[src/rtl/spi_peripheral_byte_if.sv]
// Byte-engine bus for the SPI peripheral: SPI pins plus the tx/rx byte handshakes.
interface spi_peripheral_byte_if;
    logic       sclk;
    logic       mosi;
    logic       cs_n;
    logic       miso;
    logic       miso_oe;
    logic [7:0] tx_data;
    logic       tx_valid;
    logic       tx_ready;
    logic [7:0] rx_data;
    logic       rx_valid;
    logic       tx_underrun;
    logic       selected;

    // Initiator / system side drives the pins and the transmit byte.
    modport master (
        output sclk, mosi, cs_n, tx_data, tx_valid,
        input  miso, miso_oe, tx_ready, rx_data, rx_valid, tx_underrun, selected
    );

    // Peripheral byte engine.
    modport slave (
        input  sclk, mosi, cs_n, tx_data, tx_valid,
        output miso, miso_oe, tx_ready, rx_data, rx_valid, tx_underrun, selected
    );
endinterface

[src/rtl/spi_peripheral_byte.sv]
// SPI mode-0 target byte engine: oversampled pins, MSB-first rx deserialiser and
// tx serialiser with a one-deep holding register and FILL_BYTE on underrun.
module spi_peripheral_byte #(
    parameter logic [7:0]  FILL_BYTE   = 8'hFF,
    parameter int unsigned SYNC_STAGES = 2
) (
    input  logic                  clock,
    input  logic                  reset_n,
    spi_peripheral_byte_if.slave  bus
);

    localparam int unsigned BYTE_W = 8;
    localparam int unsigned CNT_W  = 3;

    typedef enum logic [1:0] {
        ST_IDLE   = 2'd0,
        ST_LOAD   = 2'd1,
        ST_ACTIVE = 2'd2
    } state_e;

    state_e                  state_q, state_d;
    logic [SYNC_STAGES-1:0]  sclk_sync_q, sclk_sync_d;
    logic [SYNC_STAGES-1:0]  mosi_sync_q, mosi_sync_d;
    logic [SYNC_STAGES-1:0]  cs_sync_q, cs_sync_d;
    logic                    sclk_prev_q, sclk_prev_d;
    logic [CNT_W-1:0]        bit_cnt_q, bit_cnt_d;
    logic [BYTE_W-1:0]       shift_q, shift_d;
    logic [BYTE_W-2:0]       rx_shift_q, rx_shift_d;
    logic [BYTE_W-1:0]       rx_data_q, rx_data_d;
    logic                    rx_valid_q, rx_valid_d;
    logic                    underrun_q, underrun_d;
    logic [BYTE_W-1:0]       hold_q, hold_d;
    logic                    hold_full_q, hold_full_d;
    logic                    tx_ready_q, tx_ready_d;
    logic                    miso_q, miso_d;
    logic                    miso_oe_q, miso_oe_d;
    logic                    selected_q, selected_d;

    logic sclk_s_c, mosi_s_c, cs_s_c;
    logic sclk_rise_c, sclk_fall_c;
    logic accept_c, take_hold_c;

    // Last synchroniser stage feeds edge detection and the datapath.
    assign sclk_s_c    = sclk_sync_q[SYNC_STAGES-1];
    assign mosi_s_c    = mosi_sync_q[SYNC_STAGES-1];
    assign cs_s_c      = cs_sync_q[SYNC_STAGES-1];
    assign sclk_rise_c = ~sclk_prev_q & sclk_s_c;
    assign sclk_fall_c = sclk_prev_q & ~sclk_s_c;
    assign accept_c    = bus.tx_valid & ~hold_full_q;

    // Next-state, datapath and output logic.
    always_comb begin
        state_d     = state_q;
        sclk_sync_d = {sclk_sync_q[SYNC_STAGES-2:0], bus.sclk};
        mosi_sync_d = {mosi_sync_q[SYNC_STAGES-2:0], bus.mosi};
        cs_sync_d   = {cs_sync_q[SYNC_STAGES-2:0], bus.cs_n};
        sclk_prev_d = sclk_s_c;
        bit_cnt_d   = bit_cnt_q;
        shift_d     = shift_q;
        rx_shift_d  = rx_shift_q;
        rx_data_d   = rx_data_q;
        rx_valid_d  = 1'b0;
        underrun_d  = 1'b0;
        hold_d      = hold_q;
        hold_full_d = hold_full_q;
        take_hold_c = 1'b0;

        unique case (state_q)
            ST_IDLE: begin
                bit_cnt_d = '0;
                if (!cs_s_c) state_d = ST_LOAD;
            end
            ST_LOAD: begin
                if (cs_s_c) begin
                    state_d = ST_IDLE;
                end else begin
                    // First byte of a transaction never counts as an underrun.
                    shift_d     = hold_full_q ? hold_q : FILL_BYTE;
                    take_hold_c = hold_full_q;
                    state_d     = ST_ACTIVE;
                end
            end
            ST_ACTIVE: begin
                if (cs_s_c) begin
                    // Deselect wins over any coincident sclk edge; partial bytes are dropped.
                    state_d    = ST_IDLE;
                    bit_cnt_d  = '0;
                    rx_shift_d = '0;
                end else if (sclk_rise_c) begin
                    rx_shift_d = {rx_shift_q[BYTE_W-3:0], mosi_s_c};
                    bit_cnt_d  = bit_cnt_q + CNT_W'(1);
                    if (bit_cnt_q == CNT_W'(BYTE_W - 1)) begin
                        rx_data_d  = {rx_shift_q, mosi_s_c};
                        rx_valid_d = 1'b1;
                    end
                end else if (sclk_fall_c) begin
                    if (bit_cnt_q != '0) begin
                        shift_d = {shift_q[BYTE_W-2:0], 1'b0};
                    end else if (hold_full_q) begin
                        shift_d     = hold_q;
                        take_hold_c = 1'b1;
                    end else begin
                        shift_d    = FILL_BYTE;
                        underrun_d = 1'b1;
                    end
                end
            end
            default: begin
                state_d   = ST_IDLE;
                bit_cnt_d = '0;
            end
        endcase

        // Loads see the holding state from the start of the cycle; accept only when empty.
        if (take_hold_c) hold_full_d = 1'b0;
        if (accept_c) begin
            hold_d      = bus.tx_data;
            hold_full_d = 1'b1;
        end

        tx_ready_d = ~hold_full_d;
        miso_oe_d  = (state_d == ST_ACTIVE);
        miso_d     = (state_d == ST_ACTIVE) ? shift_d[BYTE_W-1] : 1'b1;
        selected_d = ~cs_sync_d[SYNC_STAGES-1];
    end

    // State and datapath registers.
    always_ff @(posedge clock or negedge reset_n) begin
        if (!reset_n) begin
            state_q     <= ST_IDLE;
            sclk_sync_q <= '0;
            mosi_sync_q <= '0;
            cs_sync_q   <= '1;
            sclk_prev_q <= 1'b0;
            bit_cnt_q   <= '0;
            shift_q     <= '0;
            rx_shift_q  <= '0;
            rx_data_q   <= '0;
            rx_valid_q  <= 1'b0;
            underrun_q  <= 1'b0;
            hold_q      <= '0;
            hold_full_q <= 1'b0;
            tx_ready_q  <= 1'b1;
            miso_q      <= 1'b1;
            miso_oe_q   <= 1'b0;
            selected_q  <= 1'b0;
        end else begin
            state_q     <= state_d;
            sclk_sync_q <= sclk_sync_d;
            mosi_sync_q <= mosi_sync_d;
            cs_sync_q   <= cs_sync_d;
            sclk_prev_q <= sclk_prev_d;
            bit_cnt_q   <= bit_cnt_d;
            shift_q     <= shift_d;
            rx_shift_q  <= rx_shift_d;
            rx_data_q   <= rx_data_d;
            rx_valid_q  <= rx_valid_d;
            underrun_q  <= underrun_d;
            hold_q      <= hold_d;
            hold_full_q <= hold_full_d;
            tx_ready_q  <= tx_ready_d;
            miso_q      <= miso_d;
            miso_oe_q   <= miso_oe_d;
            selected_q  <= selected_d;
        end
    end

    assign bus.miso        = miso_q;
    assign bus.miso_oe     = miso_oe_q;
    assign bus.tx_ready    = tx_ready_q;
    assign bus.rx_data     = rx_data_q;
    assign bus.rx_valid    = rx_valid_q;
    assign bus.tx_underrun = underrun_q;
    assign bus.selected    = selected_q;

endmodule

[src/flat_wrapper.sv]
// flat-port wrapper written by rule: the top's interface ports become plain ports
module spi_peripheral_byte_flat 
#(
    parameter logic [7:0]  FILL_BYTE   = 8'hFF,
    parameter int unsigned SYNC_STAGES = 2
)
  (clock, reset_n, bus_sclk, bus_mosi, bus_cs_n, bus_tx_data, bus_tx_valid, bus_miso, bus_miso_oe, bus_tx_ready, bus_rx_data, bus_rx_valid, bus_tx_underrun, bus_selected);
  spi_peripheral_byte_if bus_i ();
  input  logic clock;
  input  logic reset_n;
  input wire logic [$bits(bus_i.sclk)-1:0] bus_sclk;
  input wire logic [$bits(bus_i.mosi)-1:0] bus_mosi;
  input wire logic [$bits(bus_i.cs_n)-1:0] bus_cs_n;
  input wire logic [$bits(bus_i.tx_data)-1:0] bus_tx_data;
  input wire logic [$bits(bus_i.tx_valid)-1:0] bus_tx_valid;
  output wire logic [$bits(bus_i.miso)-1:0] bus_miso;
  output wire logic [$bits(bus_i.miso_oe)-1:0] bus_miso_oe;
  output wire logic [$bits(bus_i.tx_ready)-1:0] bus_tx_ready;
  output wire logic [$bits(bus_i.rx_data)-1:0] bus_rx_data;
  output wire logic [$bits(bus_i.rx_valid)-1:0] bus_rx_valid;
  output wire logic [$bits(bus_i.tx_underrun)-1:0] bus_tx_underrun;
  output wire logic [$bits(bus_i.selected)-1:0] bus_selected;
  assign bus_i.sclk = bus_sclk;
  assign bus_i.mosi = bus_mosi;
  assign bus_i.cs_n = bus_cs_n;
  assign bus_i.tx_data = bus_tx_data;
  assign bus_i.tx_valid = bus_tx_valid;
  assign bus_miso = bus_i.miso;
  assign bus_miso_oe = bus_i.miso_oe;
  assign bus_tx_ready = bus_i.tx_ready;
  assign bus_rx_data = bus_i.rx_data;
  assign bus_rx_valid = bus_i.rx_valid;
  assign bus_tx_underrun = bus_i.tx_underrun;
  assign bus_selected = bus_i.selected;
  spi_peripheral_byte #(.FILL_BYTE(FILL_BYTE), .SYNC_STAGES(SYNC_STAGES)) u_core (.clock(clock), .reset_n(reset_n), .bus(bus_i));
endmodule
[config.mk]
export PLATFORM = sky130hd
export DESIGN_NAME = spi_peripheral_byte_flat
export DESIGN_NICKNAME = d
export VERILOG_FILES = /design/src/rtl/spi_peripheral_byte_if.sv /design/src/rtl/spi_peripheral_byte.sv /design/src/flat_wrapper.sv
export SDC_FILE = /design/constraint.sdc
export NUM_CORES = 1
export LEC_CHECK = 0
export ABC_CLOCK_PERIOD_IN_PS = 3660
export CAP_MARGIN = 20
export CORE_MARGIN = 3
export CORE_UTILIZATION = 58
export DETAILED_ROUTE_END_ITERATION = 10
export PLACE_DENSITY = 0.85
export SETUP_SLACK_MARGIN = 0.1
export SLEW_MARGIN = 15
export SYNTH_ARGS = -nofsm -noshare
export SYNTH_HDL_FRONTEND = slang
export SYNTH_SLANG_ARGS = --single-unit
[constraint.sdc]
create_clock -name clock -period 3.66 [get_ports clock]
set_input_delay 0.366 -clock clock [delete_from_list [all_inputs] [get_ports clock]]
set_output_delay 0.366 -clock clock [all_outputs]
set_load 0.01 [all_outputs]
==> results.py <==
metrics = {
    "grt": {
        "grt_max_degree": 51,
        "grt_overflow": 0,
        "grt_pass1_wl_um": 7100,
        "antenna_found_initial": 0,
        "grt_pass1_vias": 1505,
        "grt_use_total_pct": 22.0,
    },
    "synthesis": {
        "yosys_warnings": 0,
        "synth_area_um2": 2150,
        "synth-seq-cells": 50,
        "avgSynthCellArea_um2": 12.8,
        "syn_nets": 189,
        "synth_cell_types": 36,
        "syn_inst": 168,
        "yosysTopAreaCell": "dfrtp_1",
        "ys_seq_area_share_pct": 58.5,
        "synth.area.top_cells": "dfrtp_1 (54%), mux2_2 (8.9%), dfstp_2 (4.9%)",
        "yosys.area.top_type_share_pct": 53.6,
    },
    "worst_setup_path": {
        "worstPathCellList": "inv_1 -> ha_1 -> inv_1 -> nor2_4 -> a22oi_1 -> o2bb2ai_1",
        "slowest_stage": "dfrtp_1",
        "cpPeakStageDelay_ns": 0.44,
        "crit_buf_inv": 2,
        "arrival_ns": 2.03,
        "cp.depth": 6,
        "worstSetupStartpointType": "flip-flop",
        "crit_path_frequent_cell": "inv_1",
        "cp_top_family": "flip-flops",
        "worst_setup_path_end_kind": "flip-flop",
        "reg2regPathDepth": 6,
        "worstPathRequired_ns": 3.89,
        "path_class": "flip-flop to flip-flop",
        "crit_fanout": 8,
    },
    "drt": {
        "ant_nets": 0,
        "drt-vias-per-instance": 5.85,
        "wl_per_cell_um": 17.2,
        "first_pass_iters": 5,
        "num_vias": 1450,
        "wl_um": 4270,
        "drt-initial-drc-count": 97,
        "drcViolationCount": 0,
    },
    "floorplanning": {
        "core-area_um2": 3440,
        "die-area_um2": 4470,
        "io_pins": 28,
        "row_count": 21,
        "dieWidth_um": 66.8,
        "initial_core_util_pct": 62.3,
        "chipHeight_um": 66.8,
    },
    "power_and_ir_drop": {
        "p_leak_nw": 1.14,
        "p_sw_share_pct": 34.1,
        "power_density_nw_per_um2": 695,
        "power.switching_mw": 0.615,
        "p_int_mw": 1.19,
        "p_seq_share_pct": 46.7,
        "combinationalPowerShare_pct": 32.2,
        "ir_worst_vdd_uv": 475,
        "clock_power_share_pct": 21.1,
    },
    "cells_and_area": {
        "syn_to_final_growth_pct": 20.8,
        "drive_gt1_share_pct": 20.3,
        "antenna_cells": 0,
        "fin_nets": 222,
        "fillCellCount": 224,
    },
    "timing": {
        "slew_headroom_pct": 46.0,
        "final-hold-violation-count": 0,
        "setup_viol": 0,
        "fin_hold_ws_ns": 0.352,
        "worstMarginPinSlew_ns": 0.808,
        "period_minus_slack_ns": 1.81,
        "fmax_mhz": 553,
        "rsz0062_at_grt": "false",
        "skew_ns": 0.00339,
        "maxSlewViolCount": 0,
        "tns_ns": 0,
        "post-route-period-util_pct": 49.4,
    },
    "clocking": {
        "cts_tree": "done",
        "cts_buffer_depth": 2,
        "htreeDepth": 2,
        "clk_pin_slew_ns": 0.09,
        "ctsHoldBuffers": 0,
        "clock_sinks": 50,
        "postCtsSetupBuffers": 0,
        "root_buffer": "clkbuf_8",
        "clk_latency_ns": 0.30,
        "cts_made_buffers": 5,
        "cts_resized": 0,
    },
    "placed_design": {
        "place.gp.congestion": 0.860,
        "portBuffers": 27,
        "dp_hpwl_um": 3010,
    },
    "worst_hold_path": {
        "hold_path_class": "flip-flop to flip-flop",
        "hold_depth": 0,
    },
    "run_status": {
        "status": "complete, no violations",
    },
    "run": {
        "max_cap_viol_count": 0,
    },
}
cell usage after synthesis:
library cell	n
buf_4	1
mux2_2	17
a22oi_1	7
dfstp_2	4
dfrtp_1	46
nand3_1	2
o21a_1	2
o2111ai_1	2
or3_1	1
nor3b_2	1
buf_2	2
nor3_2	1
nor2_2	1
nor2_4	1
a22o_1	2
o21ai_1	1
nor3_1	1
ha_1	7
and3_1	1
nor2b_1	4
nand4_1	1
nand4bb_4	1
a21o_1	1
o21ai_2	1
a21oi_1	15
o21ai_0	7
nand3_4	1
nand2_1	6
a21oi_2	1
nand2b_1	2
o2bb2ai_1	7
nor2_1	7
o21ai_4	1
inv_1	11
o22ai_2	1
nor2b_4	1
power by group through the flow:
stage / clock network [mW] / registers (mW) / logic (mW)
2_1_floorplan: 0 / 0.812 / 0.427
3_3_place_gp: 0 / 0.832 / 0.528
3_5_place_dp: 0 / 0.847 / 0.572
4_1_cts: 0.388 / 0.838 / 0.575
5_1_grt: 0.413 / 0.856 / 0.646
6_report: 0.380 / 0.841 / 0.581
cell families (layout without fill, tap and decap cells):
family	Yosys count	in the layout	synth area share, %
flops	50	50	58.5
compound gates	48	48	15.5
simple gates	32	32	10.2
mux	17	17	8.92
buf+inv	14	48	2.74
fa+ha+maj	7	7	4.08
final timing paths:
path                                  startpoint                     to  slack [ns]
max                            u_core.state_q[0]   u_core.rx_shift_q[5]        1.85
min                        u_core.sclk_sync_q[0]  u_core.sclk_sync_q[1]        0.35
max reg2reg                    u_core.state_q[0]   u_core.rx_shift_q[5]        1.85
min reg2reg                u_core.sclk_sync_q[0]  u_core.sclk_sync_q[1]        0.35
max in group asynchronous                reset_n    u_core.bus.tx_ready        2.64
min in group asynchronous                reset_n      u_core.state_q[0]        0.47
cell usage in the layout (no fill, tap or decap), types with 2 or more instances in the layout:
| cell type | count |
|---|---|
| nor2_1 | 7 |
| o2111ai_1 | 2 |
| o21a_1 | 2 |
| a21oi_1 | 15 |
| o2bb2ai_1 | 7 |
| mux2_2 | 17 |
| clkdlybuf4s50_1 | 26 |
| nand2_1 | 6 |
| inv_1 | 11 |
| a22o_1 | 2 |
| nor2b_1 | 4 |
| dfstp_2 | 4 |
| a22oi_1 | 7 |
| o21ai_0 | 7 |
| ha_1 | 7 |
| clkbuf_8 | 5 |
| nand3_1 | 2 |
| dfrtp_1 | 46 |
| nand2b_1 | 2 |
metrics by stage:
step | util (%) | setup WS, ns | area (µm²) | power, mW | std cells
floorplan | - | 2.15 | 2150 | 1.24 | 168
global placement | 71.2 | 1.74 | 2450 | 1.36 | 238
detailed placement | 71.2 | 1.65 | 2450 | 1.42 | 238
CTS | 74.4 | 1.86 | 2560 | 1.80 | 246
global route | 75.3 | 1.78 | 2590 | 1.92 | 248
finish | 75.3 | 1.85 | 2590 | 1.80 | 248
worst reg2reg max path, stage by stage, from the launching register on:
cell and delay, ns:
dfrtp_1 0.44, inv_1 0.11, ha_1 0.36, inv_1 0.25, nor2_4 0.26, a22oi_1 0.14
o2bb2ai_1 0.18
state kept, by name, indices dropped and copies added, names as in the netlist:
signal                  cells
u_core.rx_shift_q           7
u_core.sclk_prev_q          1
u_core.bus.miso_oe          1
u_core.cs_sync_q            2
u_core.mosi_sync_q          2
u_core.state_q              2
u_core.bus.tx_ready         1
u_core.bit_cnt_q            3
u_core.bus.selected         1
u_core.sclk_sync_q          2
u_core.bus.miso             1
u_core.shift_q              8
u_core.bus.rx_data          8
u_core.bus.rx_valid         1
u_core.hold_full_q          1
u_core.hold_q               8
u_core.bus.tx_underrun      1
layout make-up:
class	count	area [µm²]	area share (%)
Sequential cell	50	1260	48.5
Multi-Input combinational cell	104	831	32.1
Timing Repair Buffer	29	295	11.4
Clock buffer	6	72.6	2.80
Tap cell	46	57.6	2.22
Inverter	11	41.3	1.59
Clock inverter	2	37.5	1.45
per-layer routing:
| layer | part of all wire [%] | GRT usage (%) | wire, µm |
|---|---|---|---|
| met1 | 41 | 27.8 | 1750 |
| met2 | 51 | 35.0 | 2170 |
| met3 | 5.3 | 7.25 | 226 |
| met4 | 3.0 | 8.63 | 129 |
| met5 | 0 | 0 | 0 |
Note: power is estimated with default switching activity, not from simulation.
